$ cat src/rtl/fetch_pkg.sv
// rtl/fetch_pkg.sv - shared types and constants for the instruction fetch unit
package fetch_pkg;

  localparam int DEF_XLEN    = 32;
  localparam int DEF_ADDR_W  = 32;
  localparam int INSTR_ALIGN = 4;

  // One prefetch buffer entry as seen by the decoder at the default widths
  typedef struct packed {
    logic [DEF_ADDR_W-1:0] pc;
    logic [DEF_XLEN-1:0]   instr;
  } fetch_entry_t;

  // Pointer width with one extra wrap bit so full and empty are distinguishable
  function automatic int ptr_width(input int depth);
    return $clog2(depth) + 1;
  endfunction

endpackage

$ cat src/rtl/sync_fifo.sv
// rtl/sync_fifo.sv - synchronous FIFO with wrap-bit pointers and flush
module sync_fifo
  import fetch_pkg::*;
#(
  parameter int WIDTH = 64,
  parameter int DEPTH = 4,
  localparam int PTR_W = ptr_width(DEPTH)
) (
  input  logic             clk_i,
  input  logic             rst_ni,
  input  logic             flush_i,
  input  logic             push_i,
  input  logic [WIDTH-1:0] push_data_i,
  input  logic             pop_i,
  output logic [WIDTH-1:0] head_o,
  output logic [PTR_W-1:0] count_o,
  output logic             empty_o,
  output logic             full_o
);

  localparam int IDX_W = PTR_W - 1;

  logic [WIDTH-1:0] mem_q [DEPTH];
  logic [PTR_W-1:0] wptr_q, wptr_d;
  logic [PTR_W-1:0] rptr_q, rptr_d;
  logic             do_push;
  logic             do_pop;

  assign count_o = wptr_q - rptr_q;
  assign empty_o = (wptr_q == rptr_q);
  assign full_o  = (wptr_q[IDX_W-1:0] == rptr_q[IDX_W-1:0]) &&
                   (wptr_q[IDX_W] != rptr_q[IDX_W]);
  assign head_o  = mem_q[rptr_q[IDX_W-1:0]];

  assign do_push = push_i & ~full_o & ~flush_i;
  assign do_pop  = pop_i & ~empty_o & ~flush_i;

  // Pointer next-state: flush wins over any push or pop in the same cycle
  always_comb begin
    wptr_d = wptr_q;
    rptr_d = rptr_q;
    if (flush_i) begin
      wptr_d = '0;
      rptr_d = '0;
    end else begin
      if (do_push) wptr_d = wptr_q + PTR_W'(1);
      if (do_pop)  rptr_d = rptr_q + PTR_W'(1);
    end
  end

  // Pointer registers
  always_ff @(posedge clk_i) begin
    if (!rst_ni) begin
      wptr_q <= '0;
      rptr_q <= '0;
    end else begin
      wptr_q <= wptr_d;
      rptr_q <= rptr_d;
    end
  end

  // Storage write; contents need no reset because the pointers gate visibility
  always_ff @(posedge clk_i) begin
    if (do_push) mem_q[wptr_q[IDX_W-1:0]] <= push_data_i;
  end

endmodule

$ cat src/rtl/fetch_unit.sv
// rtl/fetch_unit.sv - decoupled instruction fetch with prefetch buffer and redirect
module fetch_unit
  import fetch_pkg::*;
#(
  parameter int                XLEN     = 32,
  parameter int                ADDR_W   = 32,
  parameter int                DEPTH    = 4,
  parameter logic [ADDR_W-1:0] RESET_PC = '0
) (
  input  logic              clk,
  input  logic              reset,
  input  logic              ce,
  output logic              mem_req_valid,
  input  logic              mem_req_ready,
  output logic [ADDR_W-1:0] mem_req_addr,
  input  logic              mem_rsp_valid,
  input  logic [XLEN-1:0]   mem_rsp_data,
  input  logic              redirect_valid,
  input  logic [ADDR_W-1:0] redirect_pc,
  output logic              instr_valid,
  input  logic              instr_ready,
  output logic [XLEN-1:0]   instr_data,
  output logic [ADDR_W-1:0] instr_pc
);

  localparam int                PTR_W     = ptr_width(DEPTH);
  localparam int                ENTRY_W   = ADDR_W + XLEN;
  localparam logic [PTR_W:0]    DEPTH_EXT = (PTR_W + 1)'(DEPTH);
  localparam logic [ADDR_W-1:0] PC_STEP   = ADDR_W'(INSTR_ALIGN);
  localparam logic [ADDR_W-1:0] PC_MASK   = ~ADDR_W'(INSTR_ALIGN - 1);

  logic [ADDR_W-1:0]  fetch_pc_q, fetch_pc_d;
  logic [ADDR_W-1:0]  resp_pc_q, resp_pc_d;
  logic [PTR_W-1:0]   outstanding_q, outstanding_d;
  logic [PTR_W-1:0]   drop_q, drop_d;

  logic [PTR_W-1:0]   fifo_count;
  logic               fifo_empty;
  logic               fifo_full;
  logic [ENTRY_W-1:0] fifo_head;

  logic               credit_ok;
  logic               issue;
  logic               rsp_accept;
  logic               rsp_keep;
  logic               pop;
  logic [ADDR_W-1:0]  redirect_aligned;

  // Every issued request reserves a buffer slot, so a response always fits
  assign credit_ok     = ({1'b0, outstanding_q} + {1'b0, fifo_count}) < DEPTH_EXT;
  assign mem_req_valid = reset & ce & ~redirect_valid & credit_ok;
  assign mem_req_addr  = fetch_pc_q;
  assign issue         = mem_req_valid & mem_req_ready;

  // A response with nothing outstanding is a protocol error and is ignored
  assign rsp_accept = mem_rsp_valid & (outstanding_q != '0);
  assign rsp_keep   = rsp_accept & (drop_q == '0) & ~redirect_valid;

  assign instr_valid = ce & ~fifo_empty;
  assign pop         = instr_valid & instr_ready & ~redirect_valid;
  assign instr_pc    = fifo_empty ? '0 : fifo_head[ENTRY_W-1:XLEN];
  assign instr_data  = fifo_empty ? '0 : fifo_head[XLEN-1:0];

  assign redirect_aligned = redirect_pc & PC_MASK;

  sync_fifo #(
    .WIDTH (ENTRY_W),
    .DEPTH (DEPTH)
  ) u_fifo (
    .clk_i       (clk),
    .rst_ni      (reset),
    .flush_i     (redirect_valid),
    .push_i      (rsp_keep),
    .push_data_i ({resp_pc_q, mem_rsp_data}),
    .pop_i       (pop),
    .head_o      (fifo_head),
    .count_o     (fifo_count),
    .empty_o     (fifo_empty),
    .full_o      (fifo_full)
  );

  // Outstanding counter: issue and response in the same cycle cancel out
  always_comb begin
    outstanding_d = outstanding_q;
    if (issue && !rsp_accept) begin
      outstanding_d = outstanding_q + PTR_W'(1);
    end else if (!issue && rsp_accept) begin
      outstanding_d = outstanding_q - PTR_W'(1);
    end
  end

  // Drop counter: a redirect marks everything still in flight as stale
  always_comb begin
    drop_d = drop_q;
    if (redirect_valid) begin
      drop_d = rsp_accept ? (outstanding_q - PTR_W'(1)) : outstanding_q;
    end else if (rsp_accept && (drop_q != '0)) begin
      drop_d = drop_q - PTR_W'(1);
    end
  end

  // PC tracking for requests and for tagging kept responses
  always_comb begin
    fetch_pc_d = fetch_pc_q;
    resp_pc_d  = resp_pc_q;
    if (redirect_valid) begin
      fetch_pc_d = redirect_aligned;
      resp_pc_d  = redirect_aligned;
    end else begin
      if (issue)    fetch_pc_d = fetch_pc_q + PC_STEP;
      if (rsp_keep) resp_pc_d  = resp_pc_q + PC_STEP;
    end
  end

  // State registers
  always_ff @(posedge clk) begin
    if (!reset) begin
      fetch_pc_q    <= RESET_PC;
      resp_pc_q     <= RESET_PC;
      outstanding_q <= '0;
      drop_q        <= '0;
    end else begin
      fetch_pc_q    <= fetch_pc_d;
      resp_pc_q     <= resp_pc_d;
      outstanding_q <= outstanding_d;
      drop_q        <= drop_d;
    end
  end

  a_rsp_without_req: assert property (@(posedge clk) disable iff (!reset)
    !(mem_rsp_valid && (outstanding_q == '0)));

  a_no_overflow: assert property (@(posedge clk) disable iff (!reset)
    !(rsp_keep && fifo_full));

endmodule
$ cat config.mk
export PLATFORM = sky130hd
export DESIGN_NAME = fetch_unit
export DESIGN_NICKNAME = d
export VERILOG_FILES = /design/src/rtl/fetch_pkg.sv /design/src/rtl/sync_fifo.sv /design/src/rtl/fetch_unit.sv
export SDC_FILE = /design/constraint.sdc
export NUM_CORES = 1
export LEC_CHECK = 0
export BUFFER_PORTS_ARGS = -buffer_cell sky130_fd_sc_hd__buf_2
export CORE_ASPECT_RATIO = 1.25
export CORE_MARGIN = 8
export CORE_UTILIZATION = 58
export DETAILED_ROUTE_END_ITERATION = 8
export PLACE_DENSITY = 0.79
export SLEW_MARGIN = 25
export SYNTH_ARGS = -nofsm -noshare
export SYNTH_HDL_FRONTEND = slang
export SYNTH_HIERARCHICAL = 1
export SYNTH_SLANG_ARGS = --single-unit
export TNS_END_PERCENT = 100
$ cat constraint.sdc
create_clock -name clk -period 8.4 [get_ports clk]
set_input_delay 0.42 -clock clk [delete_from_list [all_inputs] [get_ports clk]]
set_output_delay 0.42 -clock clk [all_outputs]
set_load 0.02 [all_outputs]
# ---- Word-level counts from Yosys, hierarchy flattened
# Memory sizes are Yosys's and may differ from the RTL's. A register that Yosys moved wholly into a read port is not among the register bits.
# Index checks and enable logic that the tools add are counted.
dict set report totals {
  regBits 76
  ramBits 256
  inputBits 71
  out_inout_bits 98
  wordCells 69
  memories 1
}
# name depth width rd rd_clocked_by_memory_dff wr line_no
set mem_list {}
lappend mem_list {u_fifo.mem_q 4 64 1 1 1 sync_fifo.sv:23} ;# logic [WIDTH-1:0] mem_q [DEPTH];
dict set report op_classes {
  addsub 9
  magnitude_cmp 1
  n_eq_ne 3
  mux 15
  bitwise_logic 18
  reduce_logical 14
}
# cell count
set op_table {}
lappend op_table {{32-bit two-way mux} 6}
lappend op_table {{32-bit by 3-bit adder with 32-bit output, second input constant} 2}
lappend op_table {{3-bit two-way mux} 5}
lappend op_table {{1-bit AND} 14}
lappend op_table {{3-bit by 1-bit adder with 3-bit output, second input constant} 3}
lappend op_table {{2-bit nonzero test} 4}
lappend op_table {{3-bit nonzero test} 2}
lappend op_table {{3-bit by 1-bit subtractor with 3-bit output, second input constant} 2}
lappend op_table {{3-bit by 3-bit adder with 4-bit output} 1}
lappend op_table {{1-bit logical AND} 4}
lappend op_table {{4-bit by 3-bit less-than comparator with 1-bit output, second input constant} 1}
lappend op_table {{2-bit two-way mux} 2}
lappend op_table {{1-bit inverter} 4}
lappend op_table {{3-bit equality test} 1}
lappend op_table {{3-bit zero test} 1}
lappend op_table {{3-bit subtractor} 1}
lappend op_table {{2-bit equality test} 1}
lappend op_table {{1-bit zero test} 2}
lappend op_table {{1-bit two-way mux} 2}
lappend op_table {{2-bit OR reduction} 1}
lappend op_table {{1-bit != test} 1}

# ---- Depth between registers and ports, before layout
# Gate-level depths: netlist (run 1).
dict set report logic_depth {
  word_depth 9
  depth_mapped 15
  mapped_depth_nobuf 13
}

# ---- By module
# Netlist (run 1), hierarchy kept.
# mod n_inst cells_each area_each_um2 seq_area_each_um2
set by_module_without_submodules {}
lappend by_module_without_submodules {sync_fifo 1 393 9864.5 7847.5}
lappend by_module_without_submodules {fetch_unit 1 524 4130.2 1321.3}

# ---- Least setup slack after synthesis (run 1)
# Ideal clock, no wire load.
dict set report synth_timing {
  kind {register to register}
  startpoint {register outstanding_q[0]}
  endpoint {memory u_fifo.mem_q[1][0], enable pin}
  arrival_ps 6231
  required_ps 7822
  path_slack_ps 1591
  path_stages_with_launch 9
  n_path_buf 1
  period_less_slack_ps 6809
  cell_sequence {dfxtp_1 -> inv_1 -> ha_1 -> ha_1 -> and4bb_1 -> buf_4 -> and2_1 -> o21ai_4 -> nor3b_1}
}
dict set report synth_via {
  elab_chain_len 8
}
# element line_no
set synth_rtl {}
lappend synth_rtl {{from (decl)} fetch_unit.sv:34} ;# logic [PTR_W-1:0] outstanding_q, outstanding_d;
lappend synth_rtl {{from (signal assigned)} fetch_unit.sv:125} ;# outstanding_q <= outstanding_d;
lappend synth_rtl {{3-bit nonzero test} fetch_unit.sv:56} ;# assign rsp_accept = mem_rsp_valid & (outstanding_q != '0);
lappend synth_rtl {{1-bit AND} fetch_unit.sv:56}
lappend synth_rtl {{1-bit AND (2 in a row)} fetch_unit.sv:57} ;# assign rsp_keep = rsp_accept & (drop_q == '0) & ~redirect_valid;
lappend synth_rtl {{net rsp_keep} fetch_unit.sv:45} ;# logic rsp_keep;
lappend synth_rtl {{1-bit AND (2 in a row)} sync_fifo.sv:35} ;# assign do_push = push_i & ~full_o & ~flush_i;
lappend synth_rtl {{1-bit two-way mux} sync_fifo.sv:64} ;# if (do_push) mem_q[wptr_q[IDX_W-1:0]] <= push_data_i;
lappend synth_rtl {{1-bit two-way mux (not written as such)} sync_fifo.sv:64}
lappend synth_rtl {{to (decl)} sync_fifo.sv:23}
# The timed path passes the listed nets, and every way through them passes these cells.

# ---- Worst setup path after layout (run 1)
dict set report layout_timing {
  startpoint {register u_fifo.wptr_q[0]}
  endpoint {register outstanding_q[2]}
}
dict set report layout_via {
  elab_chain_len 8
}
# element line_no
set layout_rtl {}
lappend layout_rtl {{from (decl)} sync_fifo.sv:24} ;# logic [PTR_W-1:0] wptr_q, wptr_d;
lappend layout_rtl {{from (signal assigned)} sync_fifo.sv:57} ;# wptr_q <= wptr_d;
lappend layout_rtl {{3-bit subtractor (*)} sync_fifo.sv:29} ;# assign count_o = wptr_q - rptr_q;
lappend layout_rtl {{net fifo_count[2]} fetch_unit.sv:37} ;# logic [PTR_W-1:0] fifo_count;
lappend layout_rtl {{3-bit by 3-bit adder with 4-bit output (*)} fetch_unit.sv:50} ;# assign credit_ok = ({1'b0, outstanding_q} + {1'b0, fifo_count}) < DEPTH_EXT;
lappend layout_rtl {{4-bit by 3-bit less-than comparator with 1-bit output (*)} fetch_unit.sv:50}
lappend layout_rtl {{1-bit AND (*)} fetch_unit.sv:51} ;# assign mem_req_valid = reset & ce & ~redirect_valid & credit_ok;
lappend layout_rtl {{1-bit AND (*)} fetch_unit.sv:53} ;# assign issue = mem_req_valid & mem_req_ready;
lappend layout_rtl {{1-bit zero test} fetch_unit.sv:87} ;# end else if (!issue && rsp_accept) begin
lappend layout_rtl {{1-bit logical AND} fetch_unit.sv:87}
lappend layout_rtl {{2-bit nonzero test (no source line)} n/a}
# The timed path passes the listed nets; every way through them passes the cells marked *.
# A chain may end at the register's enable or synchronous reset.

==> run_summary.xml, run 1 <==
<?xml version="1.0" encoding="UTF-8"?>
<metrics>
  <group name="synth">
    <metric name="synth.ff_latch_count" unit="">330</metric>
    <metric name="synth-edff-count" unit="">256</metric>
    <metric name="synth-warning-count" unit="">6</metric>
    <metric name="post_synth_inst_count" unit="">917</metric>
    <metric name="async_reset_ff_share" unit="%">0</metric>
    <metric name="synth.yosys.seq_area_share" unit="%">65.52</metric>
    <metric name="netlist_area" unit="mm^2">0.01399</metric>
    <metric name="synth_largest_type_area_fraction" unit="%">54.93</metric>
    <metric name="cell_with_the_most_instances_after_synthesis" unit="">sky130_fd_sc_hd__edfxtp_1</metric>
    <metric name="synth_top_area_cell" unit="">sky130_fd_sc_hd__edfxtp_1</metric>
    <metric name="post_synth.cell_area_avg" unit="um^2">15.26</metric>
    <metric name="netlist_top_cells_area" unit="">sky130_fd_sc_hd__edfxtp_1 55%, sky130_fd_sc_hd__dfxtp_1 11%, sky130_fd_sc_hd__mux4_2 9.7%, sky130_fd_sc_hd__nor2b_1 3.0%, sky130_fd_sc_hd__xnor2_1 2.0%</metric>
    <metric name="synth_commonest_cells" unit="">256 x sky130_fd_sc_hd__edfxtp_1, 74 x sky130_fd_sc_hd__dfxtp_1, 67 x sky130_fd_sc_hd__nor2b_1, 60 x sky130_fd_sc_hd__mux4_2, 49 x sky130_fd_sc_hd__a21oi_1</metric>
    <metric name="yosysUniqueCellTypes" unit="">63</metric>
    <metric name="dominantRegCellSynth" unit="">sky130_fd_sc_hd__edfxtp_1</metric>
  </group>
  <group name="timing">
    <metric name="slew_worst_pin" unit="ns">0.9977</metric>
    <metric name="post-route-period-util" unit="%">52.51</metric>
    <metric name="unrepaired_setup_endpoints_after_global_routing" unit="">false</metric>
    <metric name="setup_viol" unit="">0</metric>
    <metric name="timing.clock.skew" unit="ns">0.01116</metric>
    <metric name="final_max_slew_viol_count" unit="">0</metric>
    <metric name="timing.slew.headroom" unit="%">33.49</metric>
    <metric name="timing.fmax" unit="GHz">0.2267</metric>
    <metric name="hold_viol" unit="">0</metric>
    <metric name="tns" unit="ns">0</metric>
    <metric name="final.hold.worst_slack" unit="ns">0.09345</metric>
    <metric name="layout_setup_ws" unit="ns">3.989</metric>
    <metric name="min_period" unit="ns">4.411</metric>
  </group>
  <group name="critical_path">
    <metric name="critical-path-top-delay-family" unit="">simple AND/OR/NAND/NOR gates</metric>
    <metric name="critical_path.endpoint_type" unit="">flop</metric>
    <metric name="worst-r2r-cell-count" unit="">13</metric>
    <metric name="cp_max_fo" unit="">21</metric>
    <metric name="worst_setup_path_endpoint" unit="">outstanding_q[2]$_SDFFE_PN0P_</metric>
    <metric name="origin_of_the_worst_setup_path" unit="">u_fifo/wptr_q[0]$_SDFFE_PP0P_</metric>
    <metric name="path_cells" unit="">inv_1, ha_1, fa_1, xnor2_1, ha_1, nor4b_1, nand4_1, inv_1, ha_1, nor2_1, a31oi_1, o22ai_1, and2_1</metric>
    <metric name="max_stage_delay" unit="ns">0.85</metric>
    <metric name="cp.buffers_inverters" unit="">2</metric>
    <metric name="rr_startpoint" unit="">u_fifo/wptr_q[0]$_SDFFE_PP0P_</metric>
    <metric name="cp_common_cell" unit="">sky130_fd_sc_hd__ha_1</metric>
    <metric name="crit_slowest_cell" unit="">sky130_fd_sc_hd__inv_1</metric>
    <metric name="required_time_of_the_critical_path" unit="ns">8.84</metric>
    <metric name="critical_path.reg2reg.endpoint" unit="">outstanding_q[2]$_SDFFE_PN0P_</metric>
    <metric name="crit_arrival" unit="ns">4.85</metric>
    <metric name="ff2ff_setup_slack" unit="ns">3.99</metric>
    <metric name="critical_path_depth" unit="">13</metric>
    <metric name="worstSetupStartpointType" unit="">flop</metric>
    <metric name="timing_worst_setup_path_type" unit="">flop to flop</metric>
  </group>
  <group name="cells_and_area">
    <metric name="core_occupancy_in_the_finished_layout" unit="%">67.56</metric>
    <metric name="nets" unit="">1173</metric>
    <metric name="fin_area" unit="mm^2">0.01603</metric>
    <metric name="post_layout_nonfiller_instances" unit="">1434</metric>
    <metric name="nFillCells" unit="">1661</metric>
    <metric name="drive_above_1_share" unit="%">27.80</metric>
    <metric name="area_delta_synth_final" unit="%">14.54</metric>
  </group>
  <group name="clock_network">
    <metric name="clockRootBuffer" unit="">sky130_fd_sc_hd__clkbuf_16</metric>
    <metric name="clock_latency" unit="ns">0.54</metric>
    <metric name="cts_sinks" unit="">330</metric>
    <metric name="clock_tree_from_tritoncts" unit="">yes</metric>
    <metric name="postCtsSetupBuffers" unit="">0</metric>
    <metric name="cts.repair.resized" unit="">0</metric>
    <metric name="numCtsBuffers" unit="">30</metric>
    <metric name="buffer_levels_on_the_longest_clock_path" unit="">3</metric>
    <metric name="clkSlewWorstSetupHoldPaths" unit="ns">0.06</metric>
    <metric name="hold_buffers" unit="">0</metric>
    <metric name="cts_htree_levels" unit="">1</metric>
  </group>
  <group name="placed_design">
    <metric name="dp.cells" unit="">1377</metric>
    <metric name="placedInstanceArea" unit="mm^2">0.01502</metric>
    <metric name="preCtsSetupSlack" unit="ns">4.042</metric>
    <metric name="dp_hpwl" unit="um">17050</metric>
    <metric name="gp_congestion" unit="">0.8760</metric>
    <metric name="port-buffer-count" unit="">164</metric>
  </group>
  <group name="global_route">
    <metric name="grt_pass1_wl" unit="um">44370</metric>
    <metric name="gr-total-overflow" unit="">0</metric>
    <metric name="grt_max_degree" unit="">81</metric>
    <metric name="grt_use_total" unit="%">18.83</metric>
    <metric name="number_of_global_route_vias_before_repair" unit="">8433</metric>
    <metric name="antenna_found_initial" unit="">1</metric>
  </group>
  <group name="die">
    <metric name="die-height" unit="um">189.7</metric>
    <metric name="fp.coreArea" unit="mm^2">0.02373</metric>
    <metric name="initial_core_util" unit="%">58.98</metric>
    <metric name="dieWidth" unit="um">154.9</metric>
    <metric name="die_area" unit="mm^2">0.02939</metric>
    <metric name="boundaryPins" unit="">169</metric>
    <metric name="placement_rows" unit="">63</metric>
  </group>
  <group name="detailed_routing">
    <metric name="route.detailed.drc" unit="">0</metric>
    <metric name="vias" unit="">8245</metric>
    <metric name="drt_wl_total" unit="um">27860</metric>
    <metric name="final_antenna_net_count" unit="">0</metric>
    <metric name="average_wire_per_standard_cell" unit="um">19.43</metric>
    <metric name="first_iter_violations" unit="">558</metric>
    <metric name="drt-vias-per-instance" unit="">5.750</metric>
    <metric name="drtPass1Iterations" unit="">5</metric>
  </group>
  <group name="hold_path">
    <metric name="hold_path_class" unit="">primary input to flop</metric>
  </group>
  <group name="run">
    <metric name="max_cap_violations" unit="">0</metric>
  </group>
  <group name="pwr">
    <metric name="max-vdd-ir-drop" unit="uV">169.4</metric>
    <metric name="leakage" unit="nW">5.557</metric>
    <metric name="report.power.total" unit="mW">3.483</metric>
    <metric name="power_density" unit="mW/mm^2">217.3</metric>
  </group>
  <group name="run_status">
    <metric name="result_of_the_run" unit="">completed</metric>
  </group>
</metrics>
## sequential cells by signal (all words and copies together) (netlist names), named ones only
name           cells
u_fifo/wptr_q      3
outstanding_q      3
mem_req_addr      30
u_fifo/mem_q     256
resp_pc_q         30
drop_q             3
u_fifo/rptr_q      3
## worst register-to-register path: stages (launching register included)
cell and delay [ns]:
sky130_fd_sc_hd__dfxtp_1 0.38, sky130_fd_sc_hd__inv_1 0.12, sky130_fd_sc_hd__ha_1 0.22, sky130_fd_sc_hd__fa_1 0.38
sky130_fd_sc_hd__xnor2_1 0.18, sky130_fd_sc_hd__ha_1 0.25, sky130_fd_sc_hd__nor4b_1 0.38, sky130_fd_sc_hd__nand4_1 0.77
sky130_fd_sc_hd__inv_1 0.85, sky130_fd_sc_hd__ha_1 0.34, sky130_fd_sc_hd__nor2_1 0.07, sky130_fd_sc_hd__a31oi_1 0.14
sky130_fd_sc_hd__o22ai_1 0.09, sky130_fd_sc_hd__and2_1 0.15
## layout by cell type (no fill, tap or decap), types with 28 or more instances in the layout
master	n
sky130_fd_sc_hd__buf_2	164
sky130_fd_sc_hd__xnor2_1	32
sky130_fd_sc_hd__edfxtp_1	256
sky130_fd_sc_hd__a21oi_1	49
sky130_fd_sc_hd__o21ai_0	33
sky130_fd_sc_hd__clkbuf_16	31
sky130_fd_sc_hd__dfxtp_1	72
sky130_fd_sc_hd__nand4_1	28
sky130_fd_sc_hd__nand2_1	42
sky130_fd_sc_hd__mux4_2	60
sky130_fd_sc_hd__nor2b_1	67
## final cells by class
type	count	area [um^2]	share of cell area [%]
flip-flops and latches	330	9174	57.23
multi-input cells	526	4467	27.87
clock buffers	43	888.4	5.542
repair buffers	172	880.8	5.495
well taps	325	406.6	2.537
clock inverters	13	120.1	0.7494
inverters	24	90.09	0.5620
diodes	1	2.502	0.01561
## power breakdown
part | internal, mW | switching, mW
clock network | 0.797 | 0.566
logic | 0.105 | 0.152
registers | 1.81 | 0.0504
total | 2.71 | 0.769
## worst min-delay path by stage
stage                                             start  cells past startpoint                       endpoint  slack (ns)
after floorplan              resp_pc_q[31]$_SDFFE_PN0P_                      0  u_fifo/mem_q[0][63]$_DFFE_PP_        0.46
after global placement    u_fifo/wptr_q[0]$_SDFFE_PP0P_                      2  u_fifo/wptr_q[0]$_SDFFE_PP0P_        0.49
after detailed placement  u_fifo/wptr_q[0]$_SDFFE_PP0P_                      2  u_fifo/wptr_q[0]$_SDFFE_PP0P_        0.50
after CTS                               mem_rsp_data[9]                      1   u_fifo/mem_q[3][9]$_DFFE_PP_        0.07
after global routing                    mem_rsp_data[4]                      1   u_fifo/mem_q[1][4]$_DFFE_PP_        0.08
final                                   mem_rsp_data[8]                      1   u_fifo/mem_q[3][8]$_DFFE_PP_        0.09
## routing by layer
metal  vias up  track usage (%)  wire length (um)
met2       280            32.52             13810
met1      4058            24.42             11840
li1       3873                -                 -
met3        34            3.201              1786
met5         -                0                 0
met4         0            4.683               422
## cell families (layout without fill, tap and decap cells)
group	Yosys count	after routing	synth area share, %
XOR/XNOR	48	48	3.058
buffers and inverters	70	252	2.959
AO/OA/AOI/OAI	118	118	4.917
flip-flops	330	330	65.52
adder cells (fa/ha/maj)	18	18	1.663
AND/OR/NAND/NOR	261	261	10.94
other	1	11	0.02680
multiplexers	71	71	10.92
(Power assumes the default switching activity.)
==> run 2: changes to the inputs <==
--- a/config.mk
+++ b/config.mk
@@ -5,12 +5,13 @@
 export SDC_FILE = /design/constraint.sdc
 export NUM_CORES = 1
 export LEC_CHECK = 0
+export ABC_AREA = 1
 export BUFFER_PORTS_ARGS = -buffer_cell sky130_fd_sc_hd__buf_2
 export CORE_ASPECT_RATIO = 1.25
 export CORE_MARGIN = 8
-export CORE_UTILIZATION = 58
+export CORE_UTILIZATION = 53
 export DETAILED_ROUTE_END_ITERATION = 8
-export PLACE_DENSITY = 0.79
+export PLACE_DENSITY = 0.75
 export SLEW_MARGIN = 25
 export SYNTH_ARGS = -nofsm -noshare
 export SYNTH_HDL_FRONTEND = slang
==> constraint.sdc (replaced) <==
create_clock -name clk -period 4 [get_ports clk]
set_input_delay 0.2 -clock clk [delete_from_list [all_inputs] [get_ports clk]]
set_output_delay 0.2 -clock clk [all_outputs]
set_load 0.02 [all_outputs]
==> run 2 against run 1 <==
Net effect:
- power increased by 130%
- register-to-register slack worse by 2.9 ns
- via count up 40%
- clock power rose by 140%
- sequential cell count unchanged
- cell count up 50%
- hold slack worse by 0.090 ns
- count of clock-buffer cells in the layout is 2 lower
- critical endpoint is now instr_pc[31]
- largest power group unchanged
==> run_summary.xml, run 2 <==
<?xml version="1.0" encoding="UTF-8"?>
<metrics>
  <group name="synth">
    <metric name="post_synth.cell_area_avg" unit="um^2">9.564</metric>
    <metric name="post_synth_inst_count" unit="">1576</metric>
    <metric name="netlist_area" unit="mm^2">0.01507</metric>
    <metric name="synth-warning-count" unit="">6</metric>
  </group>
  <group name="clock_network">
    <metric name="buffer_levels_on_the_longest_clock_path" unit="">3</metric>
    <metric name="cts_sinks" unit="">330</metric>
    <metric name="clkSlewWorstSetupHoldPaths" unit="ns">0.06</metric>
    <metric name="clock_tree_from_tritoncts" unit="">yes</metric>
    <metric name="postCtsSetupBuffers" unit="">0</metric>
    <metric name="clockRootBuffer" unit="">sky130_fd_sc_hd__clkbuf_16</metric>
    <metric name="cts.repair.resized" unit="">0</metric>
    <metric name="clock_latency" unit="ns">0.52</metric>
    <metric name="cts_htree_levels" unit="">2</metric>
    <metric name="numCtsBuffers" unit="">34</metric>
  </group>
  <group name="placed_design">
    <metric name="preCtsSetupSlack" unit="ns">1.075</metric>
    <metric name="dp_hpwl" unit="um">22470</metric>
    <metric name="gp_congestion" unit="">0.9276</metric>
    <metric name="port-buffer-count" unit="">164</metric>
  </group>
  <group name="timing">
    <metric name="layout_setup_ws" unit="ns">0.8482</metric>
    <metric name="timing.slew.headroom" unit="%">35.29</metric>
    <metric name="timing.fmax" unit="GHz">0.3173</metric>
    <metric name="post-route-period-util" unit="%">78.80</metric>
    <metric name="slew_worst_pin" unit="ns">0.9707</metric>
    <metric name="min_period" unit="ns">3.152</metric>
    <metric name="final.hold.worst_slack" unit="ns">0.003522</metric>
    <metric name="unrepaired_setup_endpoints_after_global_routing" unit="">false</metric>
    <metric name="timing.clock.skew" unit="ns">0.02194</metric>
    <metric name="final_max_slew_viol_count" unit="">0</metric>
    <metric name="hold_viol" unit="">0</metric>
    <metric name="setup_viol" unit="">0</metric>
  </group>
  <group name="cells_and_area">
    <metric name="drive_above_1_share" unit="%">15.03</metric>
    <metric name="nFillCells" unit="">2304</metric>
    <metric name="mostFrequentLayoutCell" unit="">sky130_fd_sc_hd__nor2_1</metric>
    <metric name="ff_latch_area" unit="mm^2">0.009174</metric>
    <metric name="insertedDiodeCount" unit="">0</metric>
    <metric name="area_of_the_multi_input_gates" unit="mm^2">0.004846</metric>
    <metric name="area_delta_synth_final" unit="%">17.14</metric>
    <metric name="nets" unit="">1853</metric>
    <metric name="flip_flop_count_of_the_largest_register_all_copies_and_words_added" unit="">256</metric>
    <metric name="most-common-layout-cells" unit="">291 x sky130_fd_sc_hd__nor2_1, 256 x sky130_fd_sc_hd__edfxtp_1, 226 x sky130_fd_sc_hd__nand2_1</metric>
  </group>
  <group name="run">
    <metric name="max_cap_violations" unit="">0</metric>
  </group>
  <group name="critical_path">
    <metric name="timing_worst_setup_path_type" unit="">flop to primary output</metric>
    <metric name="critical_path.endpoint_type" unit="">primary output</metric>
    <metric name="worstSetupStartpointType" unit="">flop</metric>
    <metric name="cp_max_fo" unit="">30</metric>
    <metric name="crit_arrival" unit="ns">2.95</metric>
    <metric name="required_time_of_the_critical_path" unit="ns">3.80</metric>
  </group>
  <group name="die">
    <metric name="die_area" unit="mm^2">0.03413</metric>
    <metric name="fp.coreArea" unit="mm^2">0.02823</metric>
    <metric name="dieWidth" unit="um">166.8</metric>
    <metric name="boundaryPins" unit="">169</metric>
    <metric name="initial_core_util" unit="%">53.39</metric>
    <metric name="placement_rows" unit="">69</metric>
    <metric name="die-height" unit="um">204.5</metric>
  </group>
  <group name="detailed_routing">
    <metric name="vias" unit="">11530</metric>
    <metric name="drt-vias-per-instance" unit="">5.376</metric>
    <metric name="route.detailed.drc" unit="">0</metric>
    <metric name="first_iter_violations" unit="">675</metric>
    <metric name="drtPass1Iterations" unit="">7</metric>
    <metric name="final_antenna_net_count" unit="">0</metric>
    <metric name="average_wire_per_standard_cell" unit="um">16.50</metric>
    <metric name="drt_wl_total" unit="um">35390</metric>
  </group>
  <group name="global_route">
    <metric name="number_of_global_route_vias_before_repair" unit="">11200</metric>
    <metric name="grt_use_total" unit="%">20.44</metric>
    <metric name="antenna_found_initial" unit="">0</metric>
    <metric name="grt_pass1_wl" unit="um">56550</metric>
    <metric name="grt_max_degree" unit="">101</metric>
    <metric name="gr-total-overflow" unit="">0</metric>
  </group>
  <group name="hold_path">
    <metric name="hold_path_class" unit="">primary input to flop</metric>
  </group>
  <group name="run_status">
    <metric name="result_of_the_run" unit="">completed</metric>
  </group>
  <group name="pwr">
    <metric name="leakage" unit="nW">7.118</metric>
    <metric name="max-vdd-ir-drop" unit="uV">259.1</metric>
    <metric name="power_density" unit="mW/mm^2">450.1</metric>
  </group>
</metrics>
[run 2: cell count changes in the layout (fill, tap and decap cells not counted), sizes merged, moves of 33 or more]
cell	previous run	this run
nor2b	67	0
o22ai	3	64
nand2	42	235
nand3	28	75
inv	24	176
dlygate4sd3	0	33
mux4	64	0
nor2	21	308
o21ai	34	179
[run 2: metrics by stage]
step                utilization [%]  power [mW]  area [um^2]  setup TNS (ns)  cells
finish                        62.54       7.947        17660               0   2145
global route                  62.54       8.246        17660               0   2145
CTS                           62.54       8.007        17660               0   2145
detailed placement            57.22       4.710        16150               0   2050
global placement              57.22       4.689        16150               0   2050
floorplan                         -       4.455        15110         -170.26   1585
[run 2: layout make-up]
type | count | area share (%)
clock buffers | 41 | 5.088
clock inverters | 21 | 1.559
inverters | 178 | 3.798
multi-input cells | 1005 | 27.44
flip-flops and latches | 330 | 51.96
well taps | 355 | 2.516
repair buffers | 215 | 7.639
[run 2: worst paths after layout]
check / from / end / slack [ns] / cells past startpoint
worst min register to register: mem_req_addr[4]$_SDFFE_PN0P_ / mem_req_addr[4]$_SDFFE_PN0P_ / 0.52 / 2
worst max-delay path: u_fifo/wptr_q[0]$_SDFFE_PP0P_ / instr_pc[31] / 0.85 / 9
worst min-delay path: redirect_pc[28] / mem_req_addr[28]$_SDFFE_PN0P_ / 0.004 / 3
worst max register to register: u_fifo/wptr_q[0]$_SDFFE_PP0P_ / mem_req_addr[15]$_SDFFE_PN0P_ / 1.10 / 15
[run 2: routing by layer]
layer / share of wire [%] / up-vias / global-route usage [%] / wire length, um
met5: 0 / - / 0 / 0
met4: 2.5 / 0 / 7.090 / 892
met3: 5.8 / 62 / 3.374 / 2059
met2: 50 / 352 / 36.68 / 17810
met1: 41 / 5444 / 24.61 / 14630
li1: - / 5674 / - / -
[run 2: worst max-delay path, cell delays in order, from the launching register on]
cell,delay [ns]
sky130_fd_sc_hd__dfxtp_1,0.38
sky130_fd_sc_hd__inv_1,0.11
sky130_fd_sc_hd__ha_1,0.31
sky130_fd_sc_hd__nand2_1,0.05
sky130_fd_sc_hd__inv_1,0.06
sky130_fd_sc_hd__nand3_1,0.20
sky130_fd_sc_hd__inv_2,0.56
sky130_fd_sc_hd__buf_4,0.43
sky130_fd_sc_hd__nor2_1,0.13
sky130_fd_sc_hd__buf_2,0.18
[run 2: power breakdown]
part	leakage, nW	switching (mW)	internal, mW
Combinational	3.61	0.487	0.262
Clock	0.568	1.28	2.00
Sequential	2.94	0.107	3.81
Total	7.12	1.88	6.07
[run 2: repair_timing]
item	in CTS	in global routing
setup endpoints to repair	0	0
hold buffers	33	0
endpoints found under the hold margin	129	0
==> run 3: changes to the inputs <==
--- a/config.mk
+++ b/config.mk
@@ -5,13 +5,13 @@
 export SDC_FILE = /design/constraint.sdc
 export NUM_CORES = 1
 export LEC_CHECK = 0
-export ABC_AREA = 1
+export ABC_AREA = 0
 export BUFFER_PORTS_ARGS = -buffer_cell sky130_fd_sc_hd__buf_2
 export CORE_ASPECT_RATIO = 1.25
 export CORE_MARGIN = 8
-export CORE_UTILIZATION = 53
+export CORE_UTILIZATION = 58
 export DETAILED_ROUTE_END_ITERATION = 8
-export PLACE_DENSITY = 0.75
+export PLACE_DENSITY = 0.79
 export SLEW_MARGIN = 25
 export SYNTH_ARGS = -nofsm -noshare
 export SYNTH_HDL_FRONTEND = slang
==> constraint.sdc (replaced) <==
create_clock -name clk -period 3.3 [get_ports clk]
set_input_delay 0.165 -clock clk [delete_from_list [all_inputs] [get_ports clk]]
set_output_delay 0.165 -clock clk [all_outputs]
set_load 0.02 [all_outputs]
==> run 3 against run 2 <==
Net effect:
- global-route usage decreased by 0.39 points
- combinational power up 3.5%
- critical endpoint is now outstanding_q[2]$_SDFFE_PN0P_
- count of clock-buffer cells in the layout fell by 4
- clock power grew 12%
- highest routed layer unchanged
==> run_summary.xml, run 3 (synthesis results as in run 1) <==
<?xml version="1.0" encoding="UTF-8"?>
<metrics>
  <group name="run_status">
    <metric name="result_of_the_run" unit="">completed</metric>
  </group>
  <group name="cells_and_area">
    <metric name="most-common-layout-cells" unit="">256 x sky130_fd_sc_hd__edfxtp_1, 164 x sky130_fd_sc_hd__buf_2, 70 x sky130_fd_sc_hd__dfxtp_1</metric>
    <metric name="area_delta_synth_final" unit="%">22.18</metric>
    <metric name="insertedDiodeCount" unit="">0</metric>
    <metric name="area_of_the_multi_input_gates" unit="mm^2">0.004526</metric>
    <metric name="mostFrequentLayoutCell" unit="">sky130_fd_sc_hd__edfxtp_1</metric>
    <metric name="nFillCells" unit="">1510</metric>
    <metric name="post_layout_nonfiller_instances" unit="">1512</metric>
    <metric name="drive_above_1_share" unit="%">28.39</metric>
    <metric name="nets" unit="">1252</metric>
    <metric name="flip_flop_count_of_the_largest_register_all_copies_and_words_added" unit="">256</metric>
    <metric name="ff_latch_area" unit="mm^2">0.009176</metric>
  </group>
  <group name="critical_path">
    <metric name="critical_path.endpoint_type" unit="">flop</metric>
    <metric name="worst-r2r-cell-count" unit="">13</metric>
    <metric name="ff2ff_setup_slack" unit="ns">0.26</metric>
    <metric name="cp_max_fo" unit="">6</metric>
    <metric name="worstSetupStartpointType" unit="">flop</metric>
    <metric name="required_time_of_the_critical_path" unit="ns">3.73</metric>
    <metric name="crit_arrival" unit="ns">3.48</metric>
    <metric name="critical_path.reg2reg.endpoint" unit="">outstanding_q[2]$_SDFFE_PN0P_</metric>
    <metric name="timing_worst_setup_path_type" unit="">flop to flop</metric>
    <metric name="rr_startpoint" unit="">u_fifo/wptr_q[0]$_SDFFE_PP0P_</metric>
  </group>
  <group name="detailed_routing">
    <metric name="average_wire_per_standard_cell" unit="um">19.48</metric>
    <metric name="vias" unit="">8548</metric>
    <metric name="first_iter_violations" unit="">703</metric>
    <metric name="route.detailed.drc" unit="">0</metric>
    <metric name="drt_wl_total" unit="um">29450</metric>
    <metric name="final_antenna_net_count" unit="">0</metric>
    <metric name="drt-vias-per-instance" unit="">5.653</metric>
    <metric name="drtPass1Iterations" unit="">5</metric>
  </group>
  <group name="global_route">
    <metric name="grt_max_degree" unit="">79</metric>
    <metric name="number_of_global_route_vias_before_repair" unit="">8779</metric>
    <metric name="gr-total-overflow" unit="">0</metric>
    <metric name="grt_pass1_wl" unit="um">46950</metric>
    <metric name="antenna_found_initial" unit="">0</metric>
    <metric name="grt_use_total" unit="%">20.05</metric>
  </group>
  <group name="placed_design">
    <metric name="port-buffer-count" unit="">164</metric>
    <metric name="dp.cells" unit="">1396</metric>
    <metric name="dp_hpwl" unit="um">19360</metric>
    <metric name="preCtsSetupSlack" unit="ns">0.1913</metric>
    <metric name="gp_congestion" unit="">0.9030</metric>
  </group>
  <group name="die">
    <metric name="dieWidth" unit="um">154.9</metric>
    <metric name="die-height" unit="um">189.7</metric>
    <metric name="boundaryPins" unit="">169</metric>
    <metric name="placement_rows" unit="">63</metric>
    <metric name="die_area" unit="mm^2">0.02939</metric>
    <metric name="initial_core_util" unit="%">58.98</metric>
    <metric name="fp.coreArea" unit="mm^2">0.02373</metric>
  </group>
  <group name="timing">
    <metric name="timing.clock.skew" unit="ns">0.01383</metric>
    <metric name="final.hold.worst_slack" unit="ns">0.04144</metric>
    <metric name="hold_viol" unit="">0</metric>
    <metric name="min_period" unit="ns">3.044</metric>
    <metric name="slew_worst_pin" unit="ns">0.7554</metric>
    <metric name="timing.slew.headroom" unit="%">49.54</metric>
    <metric name="setup_viol" unit="">0</metric>
    <metric name="timing.fmax" unit="GHz">0.3285</metric>
    <metric name="post-route-period-util" unit="%">92.25</metric>
    <metric name="layout_setup_ws" unit="ns">0.2558</metric>
    <metric name="unrepaired_setup_endpoints_after_global_routing" unit="">false</metric>
    <metric name="final_max_slew_viol_count" unit="">0</metric>
  </group>
  <group name="pwr">
    <metric name="max-vdd-ir-drop" unit="uV">403.5</metric>
    <metric name="power_density" unit="mW/mm^2">538.0</metric>
    <metric name="leakage" unit="nW">6.015</metric>
  </group>
  <group name="hold_path">
    <metric name="hold_depth" unit="">3</metric>
    <metric name="holdPathEnd" unit="">resp_pc_q[15]$_SDFFE_PN0P_</metric>
    <metric name="hold_path_class" unit="">primary input to flop</metric>
    <metric name="hp-start" unit="">redirect_pc[15]</metric>
  </group>
  <group name="clock_network">
    <metric name="numCtsBuffers" unit="">30</metric>
    <metric name="clockRootBuffer" unit="">sky130_fd_sc_hd__clkbuf_16</metric>
    <metric name="clkSlewWorstSetupHoldPaths" unit="ns">0.07</metric>
    <metric name="cts_htree_levels" unit="">1</metric>
    <metric name="clock_latency" unit="ns">0.54</metric>
    <metric name="clock_tree_from_tritoncts" unit="">yes</metric>
    <metric name="cts_sinks" unit="">330</metric>
    <metric name="buffer_levels_on_the_longest_clock_path" unit="">3</metric>
    <metric name="postCtsSetupBuffers" unit="">0</metric>
  </group>
  <group name="run">
    <metric name="max_cap_violations" unit="">0</metric>
  </group>
</metrics>
[run 3: stage by stage]
stage / power, mW / util, % / cell area, um^2 / TNS, ns
after floorplan: 5.281 / - / 14110 / -42.24
after global placement: 5.519 / 64.92 / 15400 / 0
after detailed placement: 5.550 / 64.92 / 15400 / 0
after CTS: 9.265 / 72.04 / 17090 / 0
after global routing: 9.511 / 72.07 / 17100 / 0
final: 9.200 / 72.07 / 17100 / 0
[run 3: report_power, final]
group	internal [mW]	switching, mW
combinational	0.353	0.422
clock	2.18	1.50
sequential	4.61	0.131
total	7.14	2.05
[run 3: area by class of cell]
class,count,area share [%]
clock buffers,37,5.225
well taps,325,2.378
flip-flops and latches,330,53.67
multi-input cells,526,26.47
clock inverters,19,1.142
inverters,24,0.5269
repair buffers,251,10.60
[run 3: how the worst max path moves through the flow]
stage / from / depth (start not counted) / slack (ns) / end
after global placement: u_fifo/wptr_q[0]$_SDFFE_PP0P_ / 12 / 0.28 / mem_req_addr[18]$_SDFFE_PN0P_
final: u_fifo/wptr_q[0]$_SDFFE_PP0P_ / 13 / 0.26 / outstanding_q[2]$_SDFFE_PN0P_
after detailed placement: u_fifo/wptr_q[0]$_SDFFE_PP0P_ / 12 / 0.19 / mem_req_addr[18]$_SDFFE_PN0P_
after CTS: u_fifo/wptr_q[0]$_SDFFE_PP0P_ / 13 / 0.19 / outstanding_q[2]$_SDFFE_PN0P_
after global routing: u_fifo/wptr_q[0]$_SDFFE_PP0P_ / 13 / 0.08 / outstanding_q[2]$_SDFFE_PN0P_
after floorplan: outstanding_q[0]$_SDFFE_PN0P_ / 8 / -0.19 / u_fifo/mem_q[3][0]$_DFFE_PP_
[run 3: critical path, cell delays in order, from the launching register on]
cell	delay [ns]
sky130_fd_sc_hd__dfxtp_1	0.39
sky130_fd_sc_hd__inv_1	0.12
sky130_fd_sc_hd__ha_1	0.22
sky130_fd_sc_hd__fa_1	0.37
sky130_fd_sc_hd__xnor2_1	0.14
sky130_fd_sc_hd__ha_1	0.31
sky130_fd_sc_hd__nor4b_2	0.29
sky130_fd_sc_hd__nand4_1	0.15
sky130_fd_sc_hd__inv_1	0.20
sky130_fd_sc_hd__ha_1	0.26
sky130_fd_sc_hd__nor2_1	0.07
sky130_fd_sc_hd__a31oi_1	0.16
sky130_fd_sc_hd__o22ai_1	0.09
sky130_fd_sc_hd__and2_1	0.16
[run 3: what timing repair did]
action	CTS	global route
endpoints found under the setup margin	0	1
resized for setup	0	1
endpoints found under the hold margin	179	0
hold buffers	60	0
[run 3: per-layer routing]
metal	up-vias	global-route usage, %	wire length, um
met5	-	0	0
met4	0	5.438	660
met3	49	2.928	1839
met2	291	35.77	15150
met1	4187	25.13	11800
li1	4021	-	-
